===== config.mk =====
export PLATFORM = sky130hd
export DESIGN_NAME = lb_uart_rx_engine_flat
export DESIGN_NICKNAME = d
export VERILOG_FILES = /design/src/rtl/lb_uart_rx_engine_if.sv /design/src/rtl/lb_uart_rx_engine.sv /design/src/flat_wrapper.sv
export SDC_FILE = /design/constraint.sdc
export NUM_CORES = 1
export LEC_CHECK = 0
export ABC_AREA = 1
export CELL_PAD_IN_SITES_DETAIL_PLACEMENT = 0
export CELL_PAD_IN_SITES_GLOBAL_PLACEMENT = 1
export CORE_UTILIZATION = 40
export DETAILED_ROUTE_END_ITERATION = 10
export DONT_BUFFER_PORTS = 1
export PLACE_DENSITY_LB_ADDON = 0.1
export REMOVE_ABC_BUFFERS = 1
export SETUP_SLACK_MARGIN = 0.15
export SYNTH_ARGS = -nofsm -noshare
export SYNTH_HDL_FRONTEND = slang
export SYNTH_SLANG_ARGS = --single-unit

===== constraint.sdc =====
create_clock -name clk -period 6.04 [get_ports clk]
set_clock_uncertainty 0.2 [all_clocks]
set_input_delay 1.208 -clock clk [delete_from_list [all_inputs] [get_ports clk]]
set_output_delay 1.208 -clock clk [all_outputs]
set_load 0.02 [all_outputs]

===== src/rtl/lb_uart_rx_engine_if.sv =====
// Host-side local bus of the UART receiver.
//   cs, rd      : host chip select and read strobe (cs&rd for one clk consumes the byte)
//   data        : last received byte
//   rxrdy       : an unread byte is held in data
//   perr/ferr   : parity / framing error of the held byte
//   ovf         : a byte completed while the previous one was still unread
// master = host, slave = receiver.
interface lb_uart_rx_engine_if;
  logic       cs;
  logic       rd;
  logic [7:0] data;
  logic       rxrdy;
  logic       perr;
  logic       ferr;
  logic       ovf;

  modport master (output cs, rd, input data, rxrdy, perr, ferr, ovf);
  modport slave  (input cs, rd, output data, rxrdy, perr, ferr, ovf);
endinterface


===== src/rtl/lb_uart_rx_engine.sv =====
// UART receiver. Oversamples rx at 16x the selected baud rate, deframes
// start / 7-8 data bits / optional parity / stop, and holds one byte for the
// host, tagged with parity, framing and overrun errors.
// Ports:
//   clk, reset   : system clock, synchronous active-high reset
//   bus          : host local bus (cs/rd in; data/rxrdy/perr/ferr/ovf out)
//   rx           : asynchronous serial input, idles high
//   bit8         : 1 = 8 data bits, 0 = 7 data bits
//   parity_en    : parity bit follows data
//   odd_n_even   : 1 = odd parity, 0 = even
//   baud_val     : baud select, 0..11 = 300..921600, 12..15 = 921600
module lb_uart_rx_engine #(
  parameter int CLK_FREQ = 100_000_000
) (
  input  logic                 clk,
  input  logic                 reset,
  lb_uart_rx_engine_if.slave   bus,
  input  logic                 rx,
  input  logic                 bit8,
  input  logic                 parity_en,
  input  logic                 odd_n_even,
  input  logic [3:0]           baud_val
);

  // round(CLK_FREQ / (16*baud)), never below one clock
  function automatic int div_of(input int baud);
    int d;
    d = (CLK_FREQ + 8 * baud) / (16 * baud);
    return (d < 1) ? 1 : d;
  endfunction

  function automatic logic [11:0][31:0] build_tab();
    logic [11:0][31:0] t;
    t[0]  = 32'(div_of(300));
    t[1]  = 32'(div_of(1200));
    t[2]  = 32'(div_of(2400));
    t[3]  = 32'(div_of(4800));
    t[4]  = 32'(div_of(9600));
    t[5]  = 32'(div_of(19200));
    t[6]  = 32'(div_of(38400));
    t[7]  = 32'(div_of(57600));
    t[8]  = 32'(div_of(115200));
    t[9]  = 32'(div_of(230400));
    t[10] = 32'(div_of(460800));
    t[11] = 32'(div_of(921600));
    return t;
  endfunction

  localparam logic [11:0][31:0] DIV_TAB = build_tab();
  localparam int DW = $clog2(div_of(300) + 1);

  typedef enum logic [2:0] {IDLE, START, DATA, PARITY, STOP} state_t;

  state_t          state_q, state_n;
  logic [1:0]      rx_sync;
  logic            rxs;
  logic            bit8_q, par_en_q, odd_q;
  logic [3:0]      baud_q;
  logic [DW-1:0]   div_val, div_cnt;
  logic [3:0]      s_cnt;
  logic [2:0]      bit_cnt;
  logic [7:0]      shreg, asm_byte;
  logic            par_bad;
  logic            brk_wait;
  logic [7:0]      data_q;
  logic            rxrdy_q, perr_q, ferr_q, ovf_q;
  logic            tick, mid_tick, end_tick;
  logic            start_det, shift_en, par_smp, done;
  logic            rd_eff;

  assign rxs = rx_sync[1];

  always_comb begin
    div_val = DIV_TAB[11][DW-1:0];
    if (baud_q < 4'd12) div_val = DIV_TAB[baud_q][DW-1:0];
  end

  assign tick     = (state_q != IDLE) && (div_cnt == div_val - DW'(1));
  assign mid_tick = tick && (s_cnt == 4'd7);
  assign end_tick = tick && (s_cnt == 4'd15);
  // 7-bit frames leave the byte in shreg[7:1]
  assign asm_byte = bit8_q ? shreg : {1'b0, shreg[7:1]};
  assign rd_eff   = bus.cs && bus.rd && rxrdy_q;

  // next state and per-cycle strobes
  always_comb begin
    state_n   = state_q;
    start_det = 1'b0;
    shift_en  = 1'b0;
    par_smp   = 1'b0;
    done      = 1'b0;
    case (state_q)
      IDLE:   if (!rxs && !brk_wait) begin
                start_det = 1'b1;
                state_n   = START;
              end
      START:  if (mid_tick) state_n = rxs ? IDLE : DATA;
      DATA:   if (end_tick) begin
                shift_en = 1'b1;
                if (bit_cnt == (bit8_q ? 3'd7 : 3'd6))
                  state_n = par_en_q ? PARITY : STOP;
              end
      PARITY: if (end_tick) begin
                par_smp = 1'b1;
                state_n = STOP;
              end
      STOP:   if (end_tick) begin
                done    = 1'b1;
                state_n = IDLE;
              end
      default: state_n = IDLE;
    endcase
  end

  always_ff @(posedge clk) begin
    if (reset) state_q <= IDLE;
    else       state_q <= state_n;
  end

  always_ff @(posedge clk) begin
    if (reset) begin
      rx_sync  <= 2'b11;
      bit8_q   <= 1'b0;
      par_en_q <= 1'b0;
      odd_q    <= 1'b0;
      baud_q   <= '0;
      div_cnt  <= '0;
      s_cnt    <= '0;
      bit_cnt  <= '0;
      shreg    <= '0;
      par_bad  <= 1'b0;
      brk_wait <= 1'b0;
      data_q   <= '0;
      rxrdy_q  <= 1'b0;
      perr_q   <= 1'b0;
      ferr_q   <= 1'b0;
      ovf_q    <= 1'b0;
    end else begin
      rx_sync <= {rx_sync[0], rx};

      if (start_det) begin
        bit8_q   <= bit8;
        par_en_q <= parity_en;
        odd_q    <= odd_n_even;
        baud_q   <= baud_val;
        div_cnt  <= '0;
        s_cnt    <= '0;
        bit_cnt  <= '0;
        par_bad  <= 1'b0;
      end else if (state_q != IDLE) begin
        div_cnt <= tick ? '0 : div_cnt + DW'(1);
        // realign the 16x phase to mid-bit once the start bit is confirmed
        if (state_q == START && mid_tick) s_cnt <= '0;
        else if (tick)                    s_cnt <= s_cnt + 4'd1;
      end

      if (shift_en) begin
        shreg   <= {rxs, shreg[7:1]};
        bit_cnt <= bit_cnt + 3'd1;
      end
      if (par_smp) par_bad <= rxs ^ (^asm_byte) ^ odd_q;

      // a low stop bit may be a break: re-arm only after the line goes high
      if (state_q == IDLE && rxs) brk_wait <= 1'b0;

      if (done) begin
        data_q   <= asm_byte;
        rxrdy_q  <= 1'b1;
        perr_q   <= par_bad;
        ferr_q   <= !rxs;
        brk_wait <= !rxs;
        if (rd_eff)       ovf_q <= 1'b0;
        else if (rxrdy_q) ovf_q <= 1'b1;
      end else if (rd_eff) begin
        rxrdy_q <= 1'b0;
        perr_q  <= 1'b0;
        ferr_q  <= 1'b0;
        ovf_q   <= 1'b0;
      end
    end
  end

  assign bus.data  = data_q;
  assign bus.rxrdy = rxrdy_q;
  assign bus.perr  = perr_q;
  assign bus.ferr  = ferr_q;
  assign bus.ovf   = ovf_q;

endmodule


===== src/flat_wrapper.sv =====
// flat-port wrapper written by rule: the top's interface ports become plain ports
module lb_uart_rx_engine_flat 
#(
  parameter int CLK_FREQ = 100_000_000
)
  (clk, reset, rx, bit8, parity_en, odd_n_even, baud_val, bus_cs, bus_rd, bus_data, bus_rxrdy, bus_perr, bus_ferr, bus_ovf);
  lb_uart_rx_engine_if bus_i ();
  input  logic clk;
  input  logic reset;
  input  logic rx;
  input  logic bit8;
  input  logic parity_en;
  input  logic odd_n_even;
  input  logic [3:0] baud_val;
  input wire logic [$bits(bus_i.cs)-1:0] bus_cs;
  input wire logic [$bits(bus_i.rd)-1:0] bus_rd;
  output wire logic [$bits(bus_i.data)-1:0] bus_data;
  output wire logic [$bits(bus_i.rxrdy)-1:0] bus_rxrdy;
  output wire logic [$bits(bus_i.perr)-1:0] bus_perr;
  output wire logic [$bits(bus_i.ferr)-1:0] bus_ferr;
  output wire logic [$bits(bus_i.ovf)-1:0] bus_ovf;
  assign bus_i.cs = bus_cs;
  assign bus_i.rd = bus_rd;
  assign bus_data = bus_i.data;
  assign bus_rxrdy = bus_i.rxrdy;
  assign bus_perr = bus_i.perr;
  assign bus_ferr = bus_i.ferr;
  assign bus_ovf = bus_i.ovf;
  lb_uart_rx_engine #(.CLK_FREQ(CLK_FREQ)) u_core (.clk(clk), .reset(reset), .bus(bus_i), .rx(rx), .bit8(bit8), .parity_en(parity_en), .odd_n_even(odd_n_even), .baud_val(baud_val));
endmodule

# Word-level counts from Yosys, hierarchy flattened
# Memory sizes are Yosys's and may differ from the RTL's. A register that Yosys moved wholly into a read port is not among the register bits.
# Cells that the tools add are included.
# Widths: inputs -> output; s select.
[totals]
elab_cells = 100
inputBits = 12
mem_bits_ro = 512
reg_bits = 56
memories = 1
[mem_list]
columns = ["name", "words", "word_bits", "rd", "rd_clocked_by_memory_dff", "wr", "line", "source"]
rows = [
  ["(no name shown)", 16, 32, 1, 1, 0, "lb_uart_rx_engine.sv:75", "if (baud_q < 4'd12) div_val = DIV_TAB[baud_q][DW-1:0];"],
]
[op_classes]
n_reduce_logical = 23
n_addsub = 4
order_cmp = 2
n_bitwise = 2
n_mux = 37
eq_ne = 14
[op_table]
columns = ["operator", "n"]
rows = [
  ["$mux 15", 3],
  ["$mux 3", 9],
  ["$mux 1", 18],
  ["$mux 4", 4],
  ["$add 15x1->15 const B", 1],
  ["$eq 15x15->1", 1],
  ["$pmux 3 s5", 1],
  ["$sub 15x1->15 const B", 1],
  ["$ne 2x1->1 const B", 6],
  ["$reduce_bool 2->1", 6],
  ["$logic_and 1x1->1", 8],
  ["$mux 8", 1],
  ["$reduce_xor 8->1", 1],
  ["$eq 3x2->1 const B", 2],
  ["$reduce_and 6->1", 1],
  ["$lt 4x5->1 const B", 1],
  ["$add 4x1->4 const B", 1],
  ["$eq 4x3->1 const B", 1],
  ["$eq 4x4->1 const B", 1],
  ["$lt 4x4->1 const B", 1],
  ["$reduce_and 2->1", 2],
  ["$add 3x1->3 const B", 1],
  ["$eq 3x1->1 const B", 1],
  ["$eq 3x3->1", 1],
  ["7 further kinds", 9],
]

# Longest topological paths before layout
# Gate-level depths: netlist of run 1.
[logic_depth]
ltp_word = 11
depth_mapped = 22

# Least setup slack after synthesis of run 1
# OpenSTA, ideal clock, no wires.
[synth_path]
path_type = "input-to-reg"
startpoint = "input reset"
endpoint = "register with a tool-made name"
n_path_buf = 2
setup_slack_ns = 2.885
path_stages = 8
setup_ns = 0.133
t_required_ns = 5.707
arrival_ns = 2.823
path_cell_list = "clkbuf_1 > inv_1 > clkbuf_1 > o21ai_0 > nor2_1 > inv_1 > ha_1 > xor2_1"
[synth_rtl]
columns = ["element", "line", "source"]
rows = [
  ["start, declared", "flat_wrapper.sv:9", "input logic reset;"],
]

# Final worst setup path of run 1
[layout_path]
startpoint = "register u_core.baud_q[2]"
endpoint = "register u_core.data_q[4] (netlist: u_core.bus.data[4])"
[layout_via]
elab_chain_cells = 8
[layout_lines]
columns = ["element", "line", "source"]
rows = [
  ["start, declared", "lb_uart_rx_engine.sv:58", "logic [3:0] baud_q;"],
  ["start signal, assigned", "lb_uart_rx_engine.sv:145", "baud_q <= baud_val;"],
  ["$lt 4x4->1", "lb_uart_rx_engine.sv:75", ""],
  ["$mux 15", "lb_uart_rx_engine.sv:75", ""],
  ["$sub 15x1->15", "lb_uart_rx_engine.sv:78", "assign tick = (state_q != IDLE) && (div_cnt == div_val - DW'(1));"],
  ["$eq 15x15->1", "lb_uart_rx_engine.sv:78", ""],
  ["$logic_and 1x1->1", "lb_uart_rx_engine.sv:78", ""],
  ["$logic_and 1x1->1", "lb_uart_rx_engine.sv:80", "assign end_tick = tick && (s_cnt == 4'd15);"],
  ["$mux 1", "lb_uart_rx_engine.sv:107", "STOP: if (end_tick) begin"],
  ["$mux 1", "lb_uart_rx_engine.sv:92", "case (state_q)"],
  ["end signal, assigned", "lb_uart_rx_engine.sv:167", "data_q <= asm_byte;"],
  ["end, declared", "lb_uart_rx_engine.sv:65", "logic [7:0] data_q;"],
]
# No other way between the ends.
# A chain may end at the register's enable or synchronous reset.

==> impl_metrics.tcl, run 1 <==
set metrics [dict create \
    outcome "finished, final reports clean" \
    max_cap_violations 0 \
    pin_count 24 \
    fillers 988 \
    crit_path_end_kind "flip-flop" \
    first_pass_iters 4 \
    start_kind "flip-flop" \
    coreArea_um2 9280 \
    gp_congestion 0.781 \
    nNetsFinal 554 \
    hold_viol 0 \
    yosysWarnings 0 \
    die_w_um 100 \
    dp.cells 650 \
    clock-root-buffer "clkbuf_8" \
    gr-total-overflow 0 \
    drv_slew 0 \
    setup_tns_ns 0 \
    fin_crit_ns 3.19 \
    post-route-period-util 0.529 \
    cts.sinks 70 \
    crit_arrival_ns 3.27 \
    clkTransAtPathRegs_ns 0.09 \
    area_growth_pct 7.88 \
    cts_tree "done" \
    rsz0062_at_grt "no" \
    die_h_um 100 \
    ys_types 42 \
    slew_headroom 0.604 \
    yosys_register_bits 70 \
    worst-path-max-fanout 26 \
    antennaDiodeCount 0 \
    viasPerCell 4.87 \
    netlist_instances 535 \
    cts_setup_buffers 0 \
    vdd_drop_max_v 0.000134 \
    antenna_found_initial 0 \
    grt_pass1_vias 2917 \
    wl_per_cell_um 13.0 \
    max_slew.worst_pin.slew_ns 0.590 \
    synth_area_um2 3840 \
    h-tree-depth 3 \
    fin_cells 666 \
    drive_gt1_frac 0.0912 \
    drtIter0Drc 110 \
    cts-resized-gates 0 \
    wirelength_mm 8.68 \
    place_hpwl_mm 6.35 \
    initial_core_util 0.414 \
    setup_viol 0 \
    power_mw 1.41 \
    hold_buffers 0 \
    cts_buffer_depth 2 \
    critPathKind "reg -> reg" \
    p_per_area_nw_per_um2 341 \
    drc 0 \
    numCtsBuffers 9 \
    yosysTopAreaCell "dfxtp_1" \
    ys_seq_area_frac 0.364 \
    leakage_nw 1.67 \
    grt_max_degree 29 \
    syn_area_per_cell_um2 7.19 \
    ant_nets 0 \
    via_count 3241 \
    cp.required_ns 6.12 \
    final_cell_mix "nand2_1, dfxtp_1, nor2_1" \
    ys_top_cells_by_area "dfxtp_1, nand2_1, nand3_1" \
    insertion_delay_ns 0.35 \
    rows 35 \
    die_area_um2 10000 \
    hold_path_class "reg -> reg" \
    fin_util 0.447 \
    grt_use_total 0.184 \
    yosysTopAreaCellShare 0.364 \
    fmax_mhz 313 \
    grt_first_pass_wirelength_mm 14.4 \
    port-buffer-count 0 \
    final_common_cell "nand2_1" \
]
-- final timing paths --
kind	start	end	slack, ns	cells past startpoint
max	u_core.baud_q[2]	u_core.bus.data[4]	2.85	17
min	u_core.rx_sync[0]	u_core.rx_sync[1]	0.22	1
max reg2reg	u_core.baud_q[2]	u_core.bus.data[4]	2.85	17
min reg2reg	u_core.rx_sync[0]	u_core.rx_sync[1]	0.22	1
-- where the power goes --
part	switching, mW	internal, mW	total [mW]
clock	0.201	0.236	0.437
sequential	0.0485	0.506	0.554
combinational	0.285	0.139	0.424
total	0.534	0.880	1.41
-- routing by layer --
| metal | GRT usage | wire length [um] | share of wire | vias to the layer above |
|---|---|---|---|---|
| met2 | 0.273 | 3710 | 0.43 | 39 |
| li1 | - | - | - | 1732 |
| met4 | 0.0635 | 105 | 0.012 | 0 |
| met1 | 0.271 | 4610 | 0.53 | 1461 |
| met5 | 0 | 0 | 0 | - |
| met3 | 0.0292 | 250 | 0.029 | 9 |
-- kinds of logic (layout without fill, tap and decap cells) --
logic type                 after synthesis  in the layout  synth area share
DFF                                     70             70             0.364
and+or+nand+nor                        273            273             0.333
adders and majority gates               10             10            0.0325
AOI/OAI and AO/OA                       79             79             0.117
muxes                                    4              4            0.0104
xor gates and xnor gates                28             28            0.0657
buffers and inverters                   71             73            0.0771
-- area by class of cell --
class | count | area, um^2 | share of cell area
Multi-Input combinational cell | 394 | 2150 | 0.518
Sequential cell | 70 | 1400 | 0.338
Inverter | 57 | 216 | 0.0522
Tap cell | 129 | 161 | 0.0389
Clock buffer | 10 | 128 | 0.0308
Clock inverter | 6 | 93.8 | 0.0226
-- stage by stage --
stage	setup WS (ns)	hold WS [ns]	instance area [um^2]
3_3_place_gp	2.89	0.199	3930
5_1_grt	2.52	0.232	4150
2_1_floorplan	3.22	0.189	3760
4_1_cts	2.82	0.218	4150
3_5_place_dp	2.82	0.197	3930
6_report	2.85	0.219	4150
-- cell usage after synthesis, drive strengths merged --
library cell	count
nand2	127
dfxtp	70
nor2	60
inv	56
nand3	48
a21oi	38
o21ai	29
xor2	22
nor3	13
ha	10
or2	9
buf	8
nand4	7
clkbuf	6
xnor2	6
mux2i	4
o211ai	4
o22ai	4
nor3b	3
a211oi	2
and3	2
nand3b	2
nor4	2
a221oi	1
clkinv	1
o221ai	1
-- critical path: stages (launching register included) --
cell	delay [ns]
dfxtp_1	0.34
nand2_4	0.27
inv_2	0.09
nor2_2	0.14
ha_1	0.20
nand2_1	0.12
nor2_4	0.14
nand2_2	0.10
inv_1	0.11
nand3_1	0.07
nand2_1	0.10
nand4_1	0.16
nor2_4	0.16
nand4_4	0.14
inv_4	0.23
nand2_4	0.17
or2_0	0.25
a21oi_1	0.13
Note: power is estimated with default switching activity, not from simulation.
==> run 2: changes to the inputs <==
==> constraint.sdc (replaced) <==
create_clock -name clk -period 3.3 [get_ports clk]
set_clock_uncertainty 0.2 [all_clocks]
set_input_delay 0.66 -clock clk [delete_from_list [all_inputs] [get_ports clk]]
set_output_delay 0.66 -clock clk [all_outputs]
set_load 0.02 [all_outputs]
==> run 2 against run 1 <==
Core utilization up 0.58 points. Wire length down 1.2%. Non-clock buffer count up 6. Highest routed layer unchanged. Power up 85%. Final cell count up 0.90%. Combinational power up 92%. Hold slack worse by 0.039 ns. Count of clock-buffer cells in the layout up 1. Sequential power up 84%. Maximum frequency up 12%. Clock power up 80%. Setup slack worse by 2.4 ns.
==> impl_metrics.tcl, run 2 (synthesis results as in run 1) <==
set metrics [dict create \
    first_pass_iters 4 \
    fmax_mhz 349 \
    max_cap_violations 0 \
    rrSetupSlack_ns 0.44 \
    wirelength_mm 8.58 \
    final_area_um2 4200 \
    endpoint "u_core.bus.data[5]" \
    crit_buf_inv 3 \
    coreArea_um2 9280 \
    place_hpwl_mm 6.54 \
    fillers 1007 \
    crit_arrival_ns 2.94 \
    start_kind "flip-flop" \
    grt_max_degree 29 \
    placed_area_um2 3970 \
    setup_tns_ns 0 \
    max_stage_delay_ns 0.33 \
    rsz0062_at_grt "no" \
    viasPerCell 4.83 \
    numCtsBuffers 9 \
    drtIter0Drc 88 \
    rows 35 \
    cp_num_cells 17 \
    die_w_um 100 \
    fin_crit_ns 2.86 \
    grt_use_total 0.186 \
    crit_family "simple AND/OR/NAND/NOR gates" \
    cp_cell_sequence "nand2_4, inv_2, nor2_2, ha_1, nand2_1, nor2_4, nand2_2, inv_1, nand3_1, nand2_1, nand4_1, nor2_4, nand4_4, inv_8, nand2_4, or2_0, a21oi_1" \
    slew_headroom 0.592 \
    hold_viol 0 \
    die_h_um 100 \
    port-buffer-count 0 \
    wl_per_cell_um 12.8 \
    via_count 3246 \
    worst-path-max-fanout 19 \
    pin_count 24 \
    cts.sinks 70 \
    leakage_nw 1.70 \
    cp-startpoint "u_core.baud_q[2]" \
    cts_tree "done" \
    cts_buffer_depth 2 \
    grt_pass1_vias 3015 \
    crit_path_end_kind "flip-flop" \
    nNetsFinal 560 \
    max_slew.worst_pin.slew_ns 0.607 \
    gp_congestion 0.781 \
    antennaDiodeCount 0 \
    hold_buffers 0 \
    post-route-period-util 0.868 \
    initial_core_util 0.414 \
    critPathKind "reg -> reg" \
    h-tree-depth 3 \
    critical-path-slowest-cell "dfxtp_1" \
    clkTransAtPathRegs_ns 0.08 \
    final_cell_mix "nand2_1, dfxtp_1, nor2_1, inv_1, nand3_1" \
    insertion_delay_ns 0.35 \
    drv_slew 0 \
    antenna_found_initial 0 \
    fin_util 0.453 \
    grt_first_pass_wirelength_mm 14.5 \
    cts-resized-gates 0 \
    r2r_cells 17 \
    cts_setup_buffers 0 \
    vdd_drop_max_v 0.000284 \
    hold_path_class "in -> reg" \
    drive_gt1_frac 0.103 \
    ant_nets 0 \
    outcome "finished, final reports clean" \
    clock-root-buffer "clkbuf_8" \
    area_growth_pct 9.27 \
    gr-total-overflow 0 \
    r2r_start "u_core.baud_q[2]" \
    setup_viol 0 \
    cp.required_ns 3.38 \
    drc 0 \
    die_area_um2 10000 \
    final_common_cell "nand2_1" \
    reg2reg_to "u_core.bus.data[5]" \
    p_per_area_nw_per_um2 623 \
]
## run 2: cell types whose count changed in the layout (fill, tap and decap cells not counted), sizes merged
cell | previous run | this run
clkbuf | 10 | 11
clkinv | 3 | 2
buf | 0 | 6
## run 2: stage by stage
stage          setup WS, ns  hold slack (ns)  cells  power [mW]
2_1_floorplan         0.538            0.189    521        1.63
3_3_place_gp          0.450            0.200    656        1.84
3_5_place_dp          0.384            0.213    656        1.85
4_1_cts               0.383            0.157    672        2.64
5_1_grt               0.156            0.154    672        2.82
6_report              0.437            0.180    672        2.62
## run 2: worst min-delay path by stage
stage | slack, ns | cells past startpoint | startpoint | to
floorplan | 0.19 | 1 | u_core.rx_sync[0] | u_core.rx_sync[1]
global placement | 0.20 | 1 | u_core.rx_sync[0] | u_core.rx_sync[1]
detailed placement | 0.21 | 1 | u_core.rx_sync[0] | u_core.rx_sync[1]
CTS | 0.16 | 1 | reset | u_core.bus.data[4]
global route | 0.15 | 1 | reset | u_core.brk_wait
finish | 0.18 | 1 | reset | u_core.brk_wait
## run 2: final cells by class
| class | instances | area (um^2) | share of cell area |
|---|---|---|---|
| Clock inverter | 5 | 81.3 | 0.0194 |
| Multi-Input combinational cell | 394 | 2150 | 0.512 |
| Clock buffer | 11 | 141 | 0.0337 |
| Inverter | 57 | 221 | 0.0527 |
| Tap cell | 129 | 161 | 0.0384 |
| Timing Repair Buffer | 6 | 45.0 | 0.0107 |
| Sequential cell | 70 | 1400 | 0.334 |
## run 2: per-layer routing
metal  track usage  vias up  part of all wire
met1         0.266     1448              0.53
met2         0.282       43              0.42
li1              -     1744                 -
met4        0.0669        0             0.014
met3        0.0306       11             0.029
met5             0        -                 0
## run 2: power by group
part | internal (mW) | switching, mW
Clock | 0.448 | 0.340
Sequential | 0.926 | 0.0912
Combinational | 0.280 | 0.533
==> run 3: changes to the inputs <==
--- a/config.mk
+++ b/config.mk
@@ -17,3 +17,4 @@
 export SYNTH_ARGS = -nofsm -noshare
 export SYNTH_HDL_FRONTEND = slang
 export SYNTH_SLANG_ARGS = --single-unit
+export TNS_END_PERCENT = 30
==> results of run 3 <==
Same layout as run 2: the final DEF is identical, and so are final timing and power.
